[src/rtl/spi_slave.sv]
// spi_slave: SPI slave (modes 0..3) clocked entirely by clk, with SCLK/CS_n/MOSI
//   taken through 2-flop synchronizers and a one-byte TX holding register.
//   Params : SPI_MODE (CPOL=SPI_MODE[1], CPHA=SPI_MODE[0]), DEFAULT_TX (sent when nothing is queued)
//   Ports  : clk, rst (async, active-high)
//            i_TX_Byte/i_TX_DV -> holding register, o_TX_Ready = holding register empty
//            o_RX_DV/o_RX_Byte  <- one-cycle strobe per received byte
//            i_SPI_Clk, i_SPI_CS_n, i_SPI_MOSI, o_SPI_MISO
//   Macro  : SPI_SLAVE_MISO_TRISTATE_EN -> o_SPI_MISO is Z in IDLE/reset instead of 0
module spi_slave #(
    parameter logic [1:0] SPI_MODE   = 2'd0,
    parameter logic [7:0] DEFAULT_TX = 8'h00
) (
    input  logic       clk,
    input  logic       rst,
    input  logic [7:0] i_TX_Byte,
    input  logic       i_TX_DV,
    output logic       o_TX_Ready,
    output logic       o_RX_DV,
    output logic [7:0] o_RX_Byte,
    input  logic       i_SPI_Clk,
    input  logic       i_SPI_CS_n,
    input  logic       i_SPI_MOSI,
    output logic       o_SPI_MISO
);
    localparam logic CPOL = SPI_MODE[1];
    localparam logic CPHA = SPI_MODE[0];

    typedef enum logic {IDLE, ACTIVE} state_t;

    state_t     state_q, state_d;
    logic [1:0] sclk_sync_q, sclk_sync_d, cs_sync_q, cs_sync_d, mosi_sync_q, mosi_sync_d;
    logic       sclk_prev_q, sclk_prev_d, cs_prev_q, cs_prev_d;
    logic [2:0] bit_cnt_q, bit_cnt_d;
    logic [7:0] rx_shift_q, rx_shift_d, rx_byte_q, rx_byte_d;
    logic       rx_dv_q, rx_dv_d;
    logic [7:0] tx_shift_q, tx_shift_d, hold_q, hold_d;
    logic       hold_vld_q, hold_vld_d, miso_q, miso_d;

    logic       sclk_rise, sclk_fall, lead, trail, sample, drive;
    logic       cs_fall, cs_rise, active, run, wrap, start, accept, shift_out;
    logic [7:0] next_byte;

    always_comb begin
        sclk_rise = sclk_sync_q[1] & ~sclk_prev_q;
        sclk_fall = ~sclk_sync_q[1] & sclk_prev_q;
        lead      = CPOL ? sclk_fall : sclk_rise;
        trail     = CPOL ? sclk_rise : sclk_fall;
        sample    = CPHA ? trail : lead;
        drive     = CPHA ? lead : trail;
        cs_fall   = ~cs_sync_q[1] & cs_prev_q;
        cs_rise   = cs_sync_q[1] & ~cs_prev_q;
        active    = state_q == ACTIVE;
        // A CS_n rising edge wins over any SCLK edge seen in the same cycle.
        run       = active & ~cs_rise;
        wrap      = run & sample & (bit_cnt_q == 3'd7);
        start     = (~active & cs_fall) | wrap;
        accept    = i_TX_DV & ~hold_vld_q;
        // Load-through: a byte accepted exactly at byte start goes straight to the shifter.
        next_byte = hold_vld_q ? hold_q : accept ? i_TX_Byte : DEFAULT_TX;
        // CPHA=0 already put bit 7 out at byte start, so the trailing edge right after the wrap must not shift.
        shift_out = run & drive & (CPHA | (|bit_cnt_q));
        sclk_sync_d = {sclk_sync_q[0], i_SPI_Clk};
        cs_sync_d   = {cs_sync_q[0], i_SPI_CS_n};
        mosi_sync_d = {mosi_sync_q[0], i_SPI_MOSI};
        sclk_prev_d = sclk_sync_q[1];
        cs_prev_d   = cs_sync_q[1];
        state_d     = cs_fall ? ACTIVE : cs_rise ? IDLE : state_q;
        bit_cnt_d   = ~run ? 3'd0 : sample ? bit_cnt_q + 3'd1 : bit_cnt_q;
        rx_shift_d  = ~run ? 8'h00 : sample ? {rx_shift_q[6:0], mosi_sync_q[1]} : rx_shift_q;
        rx_dv_d     = wrap;
        rx_byte_d   = wrap ? {rx_shift_q[6:0], mosi_sync_q[1]} : rx_byte_q;
        hold_vld_d  = start ? 1'b0 : accept ? 1'b1 : hold_vld_q;
        hold_d      = accept ? i_TX_Byte : hold_q;
        // CPHA=1 drives bit 7 on the first leading edge; CPHA=0 drives it immediately.
        tx_shift_d  = start ? (CPHA ? next_byte : {next_byte[6:0], 1'b0})
                    : shift_out ? {tx_shift_q[6:0], 1'b0} : run ? tx_shift_q : 8'h00;
        miso_d      = start ? (~CPHA & next_byte[7]) : shift_out ? tx_shift_q[7] : run & miso_q;
    end

    always_ff @(posedge clk or posedge rst) begin
        if (rst) begin
            state_q     <= IDLE;
            sclk_sync_q <= '0;
            cs_sync_q   <= '0;
            mosi_sync_q <= '0;
            sclk_prev_q <= 1'b0;
            cs_prev_q   <= 1'b0;
            bit_cnt_q   <= '0;
            rx_shift_q  <= '0;
            rx_byte_q   <= '0;
            rx_dv_q     <= 1'b0;
            tx_shift_q  <= '0;
            hold_q      <= '0;
            hold_vld_q  <= 1'b0;
            miso_q      <= 1'b0;
        end else begin
            state_q     <= state_d;
            sclk_sync_q <= sclk_sync_d;
            cs_sync_q   <= cs_sync_d;
            mosi_sync_q <= mosi_sync_d;
            sclk_prev_q <= sclk_prev_d;
            cs_prev_q   <= cs_prev_d;
            bit_cnt_q   <= bit_cnt_d;
            rx_shift_q  <= rx_shift_d;
            rx_byte_q   <= rx_byte_d;
            rx_dv_q     <= rx_dv_d;
            tx_shift_q  <= tx_shift_d;
            hold_q      <= hold_d;
            hold_vld_q  <= hold_vld_d;
            miso_q      <= miso_d;
        end
    end

    assign o_TX_Ready = ~hold_vld_q;
    assign o_RX_DV    = rx_dv_q;
    assign o_RX_Byte  = rx_byte_q;
`ifdef SPI_SLAVE_MISO_TRISTATE_EN
    assign o_SPI_MISO = (state_q == ACTIVE) ? miso_q : 1'bz;
`else
    assign o_SPI_MISO = (state_q == ACTIVE) & miso_q;
`endif
endmodule

[config.mk]
export PLATFORM = sky130hd
export DESIGN_NAME = spi_slave
export DESIGN_NICKNAME = d
export VERILOG_FILES = /design/src/rtl/spi_slave.sv
export SDC_FILE = /design/constraint.sdc
export NUM_CORES = 1
export LEC_CHECK = 0
export BUFFER_PORTS_ARGS = -buffer_cell sky130_fd_sc_hd__buf_2
export CELL_PAD_IN_SITES_DETAIL_PLACEMENT = 0
export CELL_PAD_IN_SITES_GLOBAL_PLACEMENT = 1
export CORE_MARGIN = 5
export CORE_UTILIZATION = 45
export CTS_CLUSTER_SIZE = 24
export DETAILED_ROUTE_END_ITERATION = 10
export GPL_ROUTABILITY_DRIVEN = 0
export PLACE_DENSITY_LB_ADDON = 0.15
export SYNTH_ARGS = -nofsm -noshare
export SYNTH_HDL_FRONTEND = slang
export SYNTH_SLANG_ARGS = --single-unit
[constraint.sdc]
create_clock -name clk -period 1.6 [get_ports clk]
set_input_delay 0.24 -clock clk [delete_from_list [all_inputs] [get_ports clk]]
set_output_delay 0.24 -clock clk [all_outputs]
set_load 0.005 [all_outputs]
==> results of run 1 <==
[layer usage]
layer	up-vias	track usage, %	share of wire, %
li1	615	-	-
met1	653	17.5	43
met2	22	23.4	52
met3	4	3.96	3.9
met4	0	5.24	1.0
met5	-	0	0
[logic make-up (layout without fill, tap and decap cells)]
| logic type | Yosys count | in the layout | synth area share (%) |
|---|---|---|---|
| AO/OA/AOI/OAI | 30 | 30 | 12.2 |
| XOR/XNOR | 1 | 1 | 0.449 |
| adder cells (fa/ha/maj) | 5 | 5 | 3.21 |
| buffers and inverters | 18 | 53 | 5.19 |
| flip-flops | 45 | 45 | 57.7 |
| multiplexers | 20 | 20 | 11.5 |
| AND/OR/NAND/NOR | 38 | 38 | 9.68 |
[power groups by stage]
| stage | clock, W | combinational (W) | sequential, W |
|---|---|---|---|
| CTS | 0.000869 | 0.000303 | 0.00128 |
| finish | 0.000842 | 0.000319 | 0.00129 |
| detailed placement | 0 | 0.000296 | 0.00131 |
| global placement | 0 | 0.000286 | 0.00130 |
| global route | 0.000924 | 0.000353 | 0.00130 |
| floorplan | 0 | 0.000227 | 0.00129 |
[repair_timing]
item                                    in CTS  in global routing
buffers inserted                             1                  2
resized for setup                            3                 10
pin swaps                                    3                  1
endpoints found under the setup margin       4                  8
gates cloned                                 0                  0
[registers in the layout, summed over array words and instances (netlist names), 2 cells and up]
signal	cells
bit_cnt_q	3
cs_sync_q	2
hold_q	8
mosi_sync_q	2
rx_shift_q	7
tx_shift_q	7
o_RX_Byte	8
sclk_sync_q	2
[per-stage QoR]
stage / instances / util (%) / area [sq um]
final: 244 / 54.7 / 2350
after global routing: 244 / 54.7 / 2350
after CTS: 242 / 53.1 / 2280
after detailed placement: 233 / 50.1 / 2150
after global placement: 233 / 50.1 / 2150
after floorplan: 157 / - / 1950
[cell type report]
type / count / area, sq um / area share [%]
Sequential cell: 45 / 1130 / 47.9
Inverter: 8 / 30.0 / 1.28
Timing Repair Buffer: 37 / 245 / 10.4
Tap cell: 52 / 65.1 / 2.77
Clock inverter: 2 / 38.8 / 1.65
Clock buffer: 6 / 72.6 / 3.09
Multi-Input combinational cell: 94 / 771 / 32.8
[critical path, stage by stage, from the launching register on]
cell,delay [ns]
dfrtp_1,0.39
buf_4,0.14
inv_1,0.05
ha_1,0.13
nand2b_1,0.05
nand3b_1,0.11
buf_6,0.15
mux2_2,0.35
a21oi_2,0.13
[cells in the mapped netlist, drive strengths merged]
cell    count  share of area (%)
and2b       1               0.51
xnor2       1               0.45
nand2b      2               0.64
a41o        3                1.5
clkbuf      1               0.19
ha          5                3.2
nor2        1               0.19
nand3       2               0.77
a31oi       1               0.32
or2         1               0.32
o21a        1               0.38
mux2       20                 12
and2        1               0.32
nand3b      1               0.38
a32oi       1                1.4
inv         8                1.5
a21oi      12                3.1
dfrtp      45                 58
nand2      25                4.8
buf         9                3.5
o21ai       1               0.26
or2b        1               0.38
nor2b       2                1.0
a221oi      4                2.8
o22ai       3               0.96
a22oi       4                1.5
nand4       1               0.32
[how the worst max path moves through the flow]
stage / to / slack (ns)
final: tx_shift_q[2] / 0.02
after global routing: tx_shift_q[5] / -0.05
after CTS: miso_q / 0.003
after detailed placement: tx_shift_q[2] / 0.01
after global placement: tx_shift_q[5] / 0.02
after floorplan: tx_shift_q[4] / 0.09
==> results.md, run 1 <==
* HP Class: in2async
* ANT cells at 0
* Worst clock skew at 0.00816 ns
* Hold Fails Final Rpt at 1
* Setup_tns at 0 ns
* CP Capture Type: flip-flop
* Most common cell after layout, fill and taps aside: dfrtp_1
* Element type at the critical path start: flip-flop
* Initial DRC Count at 60
* Die H at 75.9 microns
* Sw Pwr at 0.000589 W
* Vias at ~1300
* Switching Share at 24.1%
* Grt ovf at 0
* Fmax at between 0.6 and 0.7 GHz
* Final Max Slew Viols at 0
* Post-synthesis net count at between 150 and 200
* Reg power frac at between 50% and 60%
* Worst R2R Start: bit_cnt_q[0]
* CP startpoint: bit_cnt_q[0]
* Layout cells sized above 1 at 40.6%
* R2R setup slack at 0.02 ns
* Hold-fix buffers at CTS at 0
* Global-route wire length before repair at 6000 microns
* R2r endpoint: tx_shift_q[2]
* Failing checks: hold timing
* Syn_area_per_cell at approximately 12 sq um
* Total power at 0.00245 W
* Worst Setup Path Type: reg2reg
* Largest net degree at the start of global routing at 24
* Static Leakage at 1.10 nW
* Vias per inst at 5.30
* Total CTS buffers at 5
* Unrepaired setup endpoints after global routing: yes
* Site Rows at 24
* Setup Viol. Count Final at 0
* Die ar. at 0.00575 sq mm
* Int Pwr at 0.00186 W
* DP HPWL at between 2000 and 3000 microns
* Via count of the first global-routing pass at 1311
* H-tree depth at 2
* Worst Reg-to-Reg Cells at 8
* Fillers at 394
* Seq/Total Area, Yosys at 57.7%
* Peak VDD IR at between 0.0005 and 0.0006 V
* Post-layout min period at 1.58 ns
* Synth warn at 0
* Worst slew pin tran at 0.855 ns
* Total routed wirelength at roughly 3600 microns
* Routed wire per std cell at 14.9 microns
* Clk buf depth at 2
* Hold_ws at -0.000456 ns
* Total GRT Usage at about 14%
* Port bufs at 24
* DR DRC count at 0
* Clock root cell: clkbuf_8
* PnR worst setup slack at 0.0237 ns
* Seq cells post-synth at between 40 and 50
* Final period utilization at a little over nine tenths
* # IOs at 25
* Clock Pin Slew Worst Setup and Hold Paths at 0.09 ns
* Outcome: finished, violations left
* Nets at 210
* Worst EP arrival at 1.80 ns
* Max-cap viol count at 0
* Initial core utilization at between 40% and 50%
* DIE WIDTH at roughly 76 microns
* Post-route ant nets at 0
* Power share of the combinational group at 13.1%
* Slew margin rel. at 42.7%
* Clock share of power at 34.4%
* Layout area overhead at 20.3%
* Yosys cell types at 33
* Critical Path RT at 1.82 ns
* Antenna violations before repair at 0
* Worst skew pair latency at 0.29 ns
* Synthesized instance count at roughly 160
* CTS tree: built
* CTS Sinks at 45
* Pwr Density at around 1000 mW/mm^2
* Mapped Area at 0.00195 sq mm
* Core area at 0.00429 sq mm
* Detailed Routing Iterations Pass 1 at 4
* Crit-path max FO at 10
* Commonest cells after routing, fill and taps aside: dfrtp_1 (45), nand2_1 (25), buf_2 (24)
* Pre-CTS setup slack at 0.0142 ns
(Power assumes the default switching activity.)
==> run 2, diff against run 1 <==
--- a/config.mk
+++ b/config.mk
@@ -9,7 +9,7 @@
 export CELL_PAD_IN_SITES_DETAIL_PLACEMENT = 0
 export CELL_PAD_IN_SITES_GLOBAL_PLACEMENT = 1
 export CORE_MARGIN = 5
-export CORE_UTILIZATION = 45
+export CORE_UTILIZATION = 40
 export CTS_CLUSTER_SIZE = 24
 export DETAILED_ROUTE_END_ITERATION = 10
 export GPL_ROUTABILITY_DRIVEN = 0
==> constraint.sdc (replaced) <==
create_clock -name clk -period 1.7 [get_ports clk]
set_input_delay 0.255 -clock clk [delete_from_list [all_inputs] [get_ports clk]]
set_output_delay 0.255 -clock clk [all_outputs]
set_load 0.005 [all_outputs]
==> results.md, run 2 (same netlist as run 1, synthesis figures left out) <==
* Crit-path max FO at 7
* Vias at 1264
* Worst EP arrival at 1.80 ns
* Port bufs at 24
* Slew margin rel. at 76.8%
* Largest net degree at the start of global routing at 25
* Detailed Routing Iterations Pass 1 at 4
* Nets at 209
* Final period utilization at 95.2%
* Core area at 0.00472 sq mm
* Worst clock skew at 0.00731 ns
* Vias per inst at 4.90
* Cell area after placement at around 0.0022 sq mm
* CP Cell Sequence: ha_2 > ha_4 > a32oi_4 > o22ai_1 > a41o_1
* Total CTS buffers at 5
* Worst Setup Path Type: reg2reg
* Critical Path RT at 1.88 ns
* Top delay family on crit path: compound AO/OA/AOI/OAI gates
* Total power at roughly 0.0023 W
* Setup_tns at 0 ns
* Initial core utilization at approximately two fifths
* Fillers at 430
* Final Max Slew Viols at 0
* Die H at 79.9 microns
* Worst path bufs/invs at 0
* Slowest stage delay, CP at around 0.41 ns
* H-tree depth at 2
* Clk buf depth at 2
* CTS tree: built
* Max-cap viol count at 0
* Layout area overhead at 19.2%
* CTS Sinks at 45
* Site Rows at 25
* Die ar. at about 0.0064 sq mm
* ANT cells at 0
* # IOs at 25
* Peak VDD IR at 0.000669 V
* Most common cell after layout, fill and taps aside: dfrtp_1
* Total GRT Usage at roughly an eighth
* Pwr Density at ~1000 mW/mm^2
* DR DRC count at 0
* Static Leakage at ~1.1 nW
* Post-layout min period at ~1.6 ns
* Global-route wire length before repair at 6190 microns
* Unrepaired setup endpoints after global routing: no
* CP Capture Type: flip-flop
* Cell area after layout at 0.00233 sq mm
* Via count of the first global-routing pass at 1368
* Antenna violations before repair at 0
* Clock Pin Slew Worst Setup and Hold Paths at approximately 0.080 ns
* Routed wire per std cell at around 13 microns
* Setup Viol. Count Final at 0
* Commonest cells after routing, fill and taps aside: dfrtp_1 (45), nand2_1 (25), buf_2 (24)
* HP Class: in2reg
* Element type at the critical path start: flip-flop
* Worst slew pin tran at between 0.3 and 0.4 ns
* Worst skew pair latency at between 0.2 and 0.3 ns
* Outcome: complete, no violations
* Layout cells sized above 1 at 38.2%
* Total routed wirelength at 3390 microns
* Hold Fails Final Rpt at 0
* Fmax at 0.618 GHz
* Initial DRC Count at 40
* Critical path's slowest cell: dfrtp_1
* Post-route ant nets at 0
* DP HPWL at between 2000 and 2500 microns
* Grt ovf at 0
* DIE WIDTH at 79.9 microns
* Clock root cell: clkbuf_8
## run 2: repair_timing
item	CTS	global route
setup endpoints to repair	0	4
hold buffers	1	0
hold endpoints to repair	21	0
setup buffers	0	1
gates resized for setup	0	6
## run 2: cell type report
| type | count | area [sq um] | area share (%) |
|---|---|---|---|
| multi-input cells | 94 | 746 | 32.1 |
| clock inverters | 2 | 37.5 | 1.61 |
| well taps | 67 | 83.8 | 3.60 |
| flip-flops and latches | 45 | 1130 | 48.4 |
| repair buffers | 36 | 220 | 9.47 |
| clock buffers | 6 | 82.6 | 3.55 |
| inverters | 8 | 30.0 | 1.29 |
## run 2: path summary, 6_finish.rpt
path	depth (start not counted)	start	endpoint	slack, ns
max	5	bit_cnt_q[0]	tx_shift_q[7]	0.08
min	1	i_SPI_Clk	sclk_sync_q[0]	0.06
max in group asynchronous	4	rst	tx_shift_q[7]	0.91
max reg2reg	5	bit_cnt_q[0]	tx_shift_q[7]	0.08
min reg2reg	0	mosi_sync_q[0]	mosi_sync_q[1]	0.35
min in group asynchronous	4	rst	cs_prev_q	0.53
## run 2: where the power goes
group / switching [W] / internal, W
clock: 0.000358 / 0.000478
combinational: 0.000135 / 0.000141
sequential: 0.0000496 / 0.00116
total: 0.000543 / 0.00178
## run 2: per-stage QoR
stage | cells | hold slack [ns] | setup WS, ns | utilization (%)
after floorplan | 157 | 0.286 | 0.189 | -
after CTS | 257 | 0.0506 | 0.0473 | 48.5
final | 258 | 0.0610 | 0.0811 | 49.2
after global routing | 258 | 0.0455 | 0.00765 | 49.2
after global placement | 248 | 0.297 | 0.151 | 45.7
after detailed placement | 248 | 0.307 | 0.101 | 45.7
## run 2: metal layers
layer	track usage, %	vias up	part of all wire [%]
met1	13.8	632	42
met3	3.16	6	4.0
li1	-	603	-
met5	0	-	0
met2	22.1	23	53
met4	4.39	0	1.3
==> run 3, diff against run 2 <==
--- a/config.mk
+++ b/config.mk
@@ -6,10 +6,8 @@
 export NUM_CORES = 1
 export LEC_CHECK = 0
 export BUFFER_PORTS_ARGS = -buffer_cell sky130_fd_sc_hd__buf_2
-export CELL_PAD_IN_SITES_DETAIL_PLACEMENT = 0
-export CELL_PAD_IN_SITES_GLOBAL_PLACEMENT = 1
 export CORE_MARGIN = 5
-export CORE_UTILIZATION = 40
+export CORE_UTILIZATION = 45
 export CTS_CLUSTER_SIZE = 24
 export DETAILED_ROUTE_END_ITERATION = 10
 export GPL_ROUTABILITY_DRIVEN = 0
==> results.md, run 3 (same netlist as run 1, synthesis figures left out) <==
* Outcome: complete, no violations
* Detailed Routing Iterations Pass 1 at 4
* Grt ovf at 0
* Worst Min Path Start: i_SPI_MOSI
* Post-Route Utilization at 52.8%
* DR DRC count at 0
* R2r endpoint: tx_shift_q[7]
* Largest net degree at the start of global routing at 46
* Worst hold path depth at 1
* Most common cell after layout, fill and taps aside: dfrtp_1
* CTS tree: built
* Port bufs at 24
* Antenna violations before repair at 0
* Static Leakage at 1.08 nW
* Vias per inst at 5.12
* Commonest cells after routing, fill and taps aside: dfrtp_1 (45), nand2_1 (25), buf_2 (24)
* H-tree depth at 2
* Total GRT Usage at 13.2%
* Total routed wirelength at 3370 microns
* Worst Reg-to-Reg Cells at 5
* Fmax at a little over 0.6 GHz
* Worst R2R Start: bit_cnt_q[1]
* Worst Setup Path Type: reg2reg
* Max-cap viol count at 0
* Layout cells sized above 1 at 36.2%
* Hold EP: mosi_sync_q[0]
* Vias at approximately 1200
* Clk buf depth at 2
* Nets at 207
* Total CTS buffers at 5
* Hold Fails Final Rpt at 0
* Worst skew pair latency at 0.29 ns
* Die H at between 70 and 80 microns
* DP HPWL at 2350 microns
* Via count of the first global-routing pass at roughly 1300
* CP startpoint: bit_cnt_q[1]
* Setup Viol. Count Final at 0
* Clock root cell: clkbuf_8
* DIE WIDTH at 75.9 microns
* Worst clock skew at 0.00578 ns
* Crit-path max FO at 7
* Initial DRC Count at 73
* ANT cells at 0
* HP Class: in2reg
* R2R setup slack at 0.08 ns
* Peak VDD IR at 0.000476 V
* Global-route wire length before repair at 5550 microns
* Post-layout min period at 1.62 ns
* Final period utilization at 95.4%
* Die ar. at 0.00575 sq mm
* Pwr Density at 940 mW/mm^2
* Total power at 0.00213 W
* CP Capture Type: flip-flop
* Slew margin rel. at ~74%
* Site Rows at 24
* CTS Sinks at 45
* Worst slew pin tran at ~0.39 ns
* Worst EP arrival at 1.80 ns
* Post-route ant nets at 0
* Layout area overhead at 16.2%
* Core area at 0.00429 sq mm
* # IOs at 25
* Routed wire per std cell at 14.1 microns
* Element type at the critical path start: flip-flop
* Initial core utilization at a little under half
* Clock Pin Slew Worst Setup and Hold Paths at 0.08 ns
* Final Max Slew Viols at 0
* Critical Path RT at 1.88 ns
==> run 3: worst max path at each step <==
| stage | endpoint | slack (ns) | depth (start not counted) |
|---|---|---|---|
| after floorplan | tx_shift_q[4] | 0.19 | 5 |
| after global placement | tx_shift_q[1] | 0.12 | 6 |
| after detailed placement | tx_shift_q[5] | 0.07 | 6 |
| after CTS | tx_shift_q[2] | 0.05 | 6 |
| after global routing | tx_shift_q[2] | -0.009 | 6 |
| final | tx_shift_q[7] | 0.08 | 5 |
==> run 3: cell type report <==
cell class | instances | area [sq um]
clock buffers | 7 | 86.3
fillers | 410 | 2030
inverters | 8 | 30.0
multi-input cells | 94 | 731
flip-flops and latches | 45 | 1130
well taps | 52 | 65.1
repair buffers | 34 | 230
==> run 3: where the power goes <==
group,internal (W),switching (W),total (W)
Combinational,0.000146,0.000137,0.000282
Clock,0.000322,0.000323,0.000645
Sequential,0.00116,0.0000481,0.00121
Total,0.00163,0.000508,0.00213
==> run 3: timing repair <==
item | in CTS | in global routing
buffers inserted | 0 | 3
hold buffers | 1 | 0
gates resized for setup | 0 | 4
endpoints found under the hold margin | 45 | 0
endpoints found under the setup margin | 0 | 6
==> run 3: routing by layer <==
layer	track usage, %	routed length, microns	up-vias
li1	-	-	604
met1	16.4	1510	593
met2	20.6	1640	26
met3	4.22	163	6
met4	6.60	59	0
met5	0	0	-
==> run 3: worst max-delay path, stage by stage (launching register included) <==
cell and delay [ns]:
dfrtp_1 0.41, ha_1 0.20, ha_2 0.20, a32oi_4 0.32, o22ai_1 0.15, a41o_1 0.22
==> run 3: through the flow <==
| stage | setup WS, ns | std cells | TNS [ns] | hold slack, ns | area, sq um |
|---|---|---|---|---|---|
| after floorplan | 0.189 | 157 | 0 | 0.286 | 1950 |
| after global placement | 0.118 | 229 | 0 | 0.305 | 2140 |
| after detailed placement | 0.0700 | 229 | 0 | 0.309 | 2140 |
| after CTS | 0.0501 | 237 | 0 | 0.0582 | 2230 |
| after global routing | -0.00886 | 240 | -0.00886 | 0.0587 | 2270 |
| final | 0.0790 | 240 | 0 | 0.0672 | 2270 |
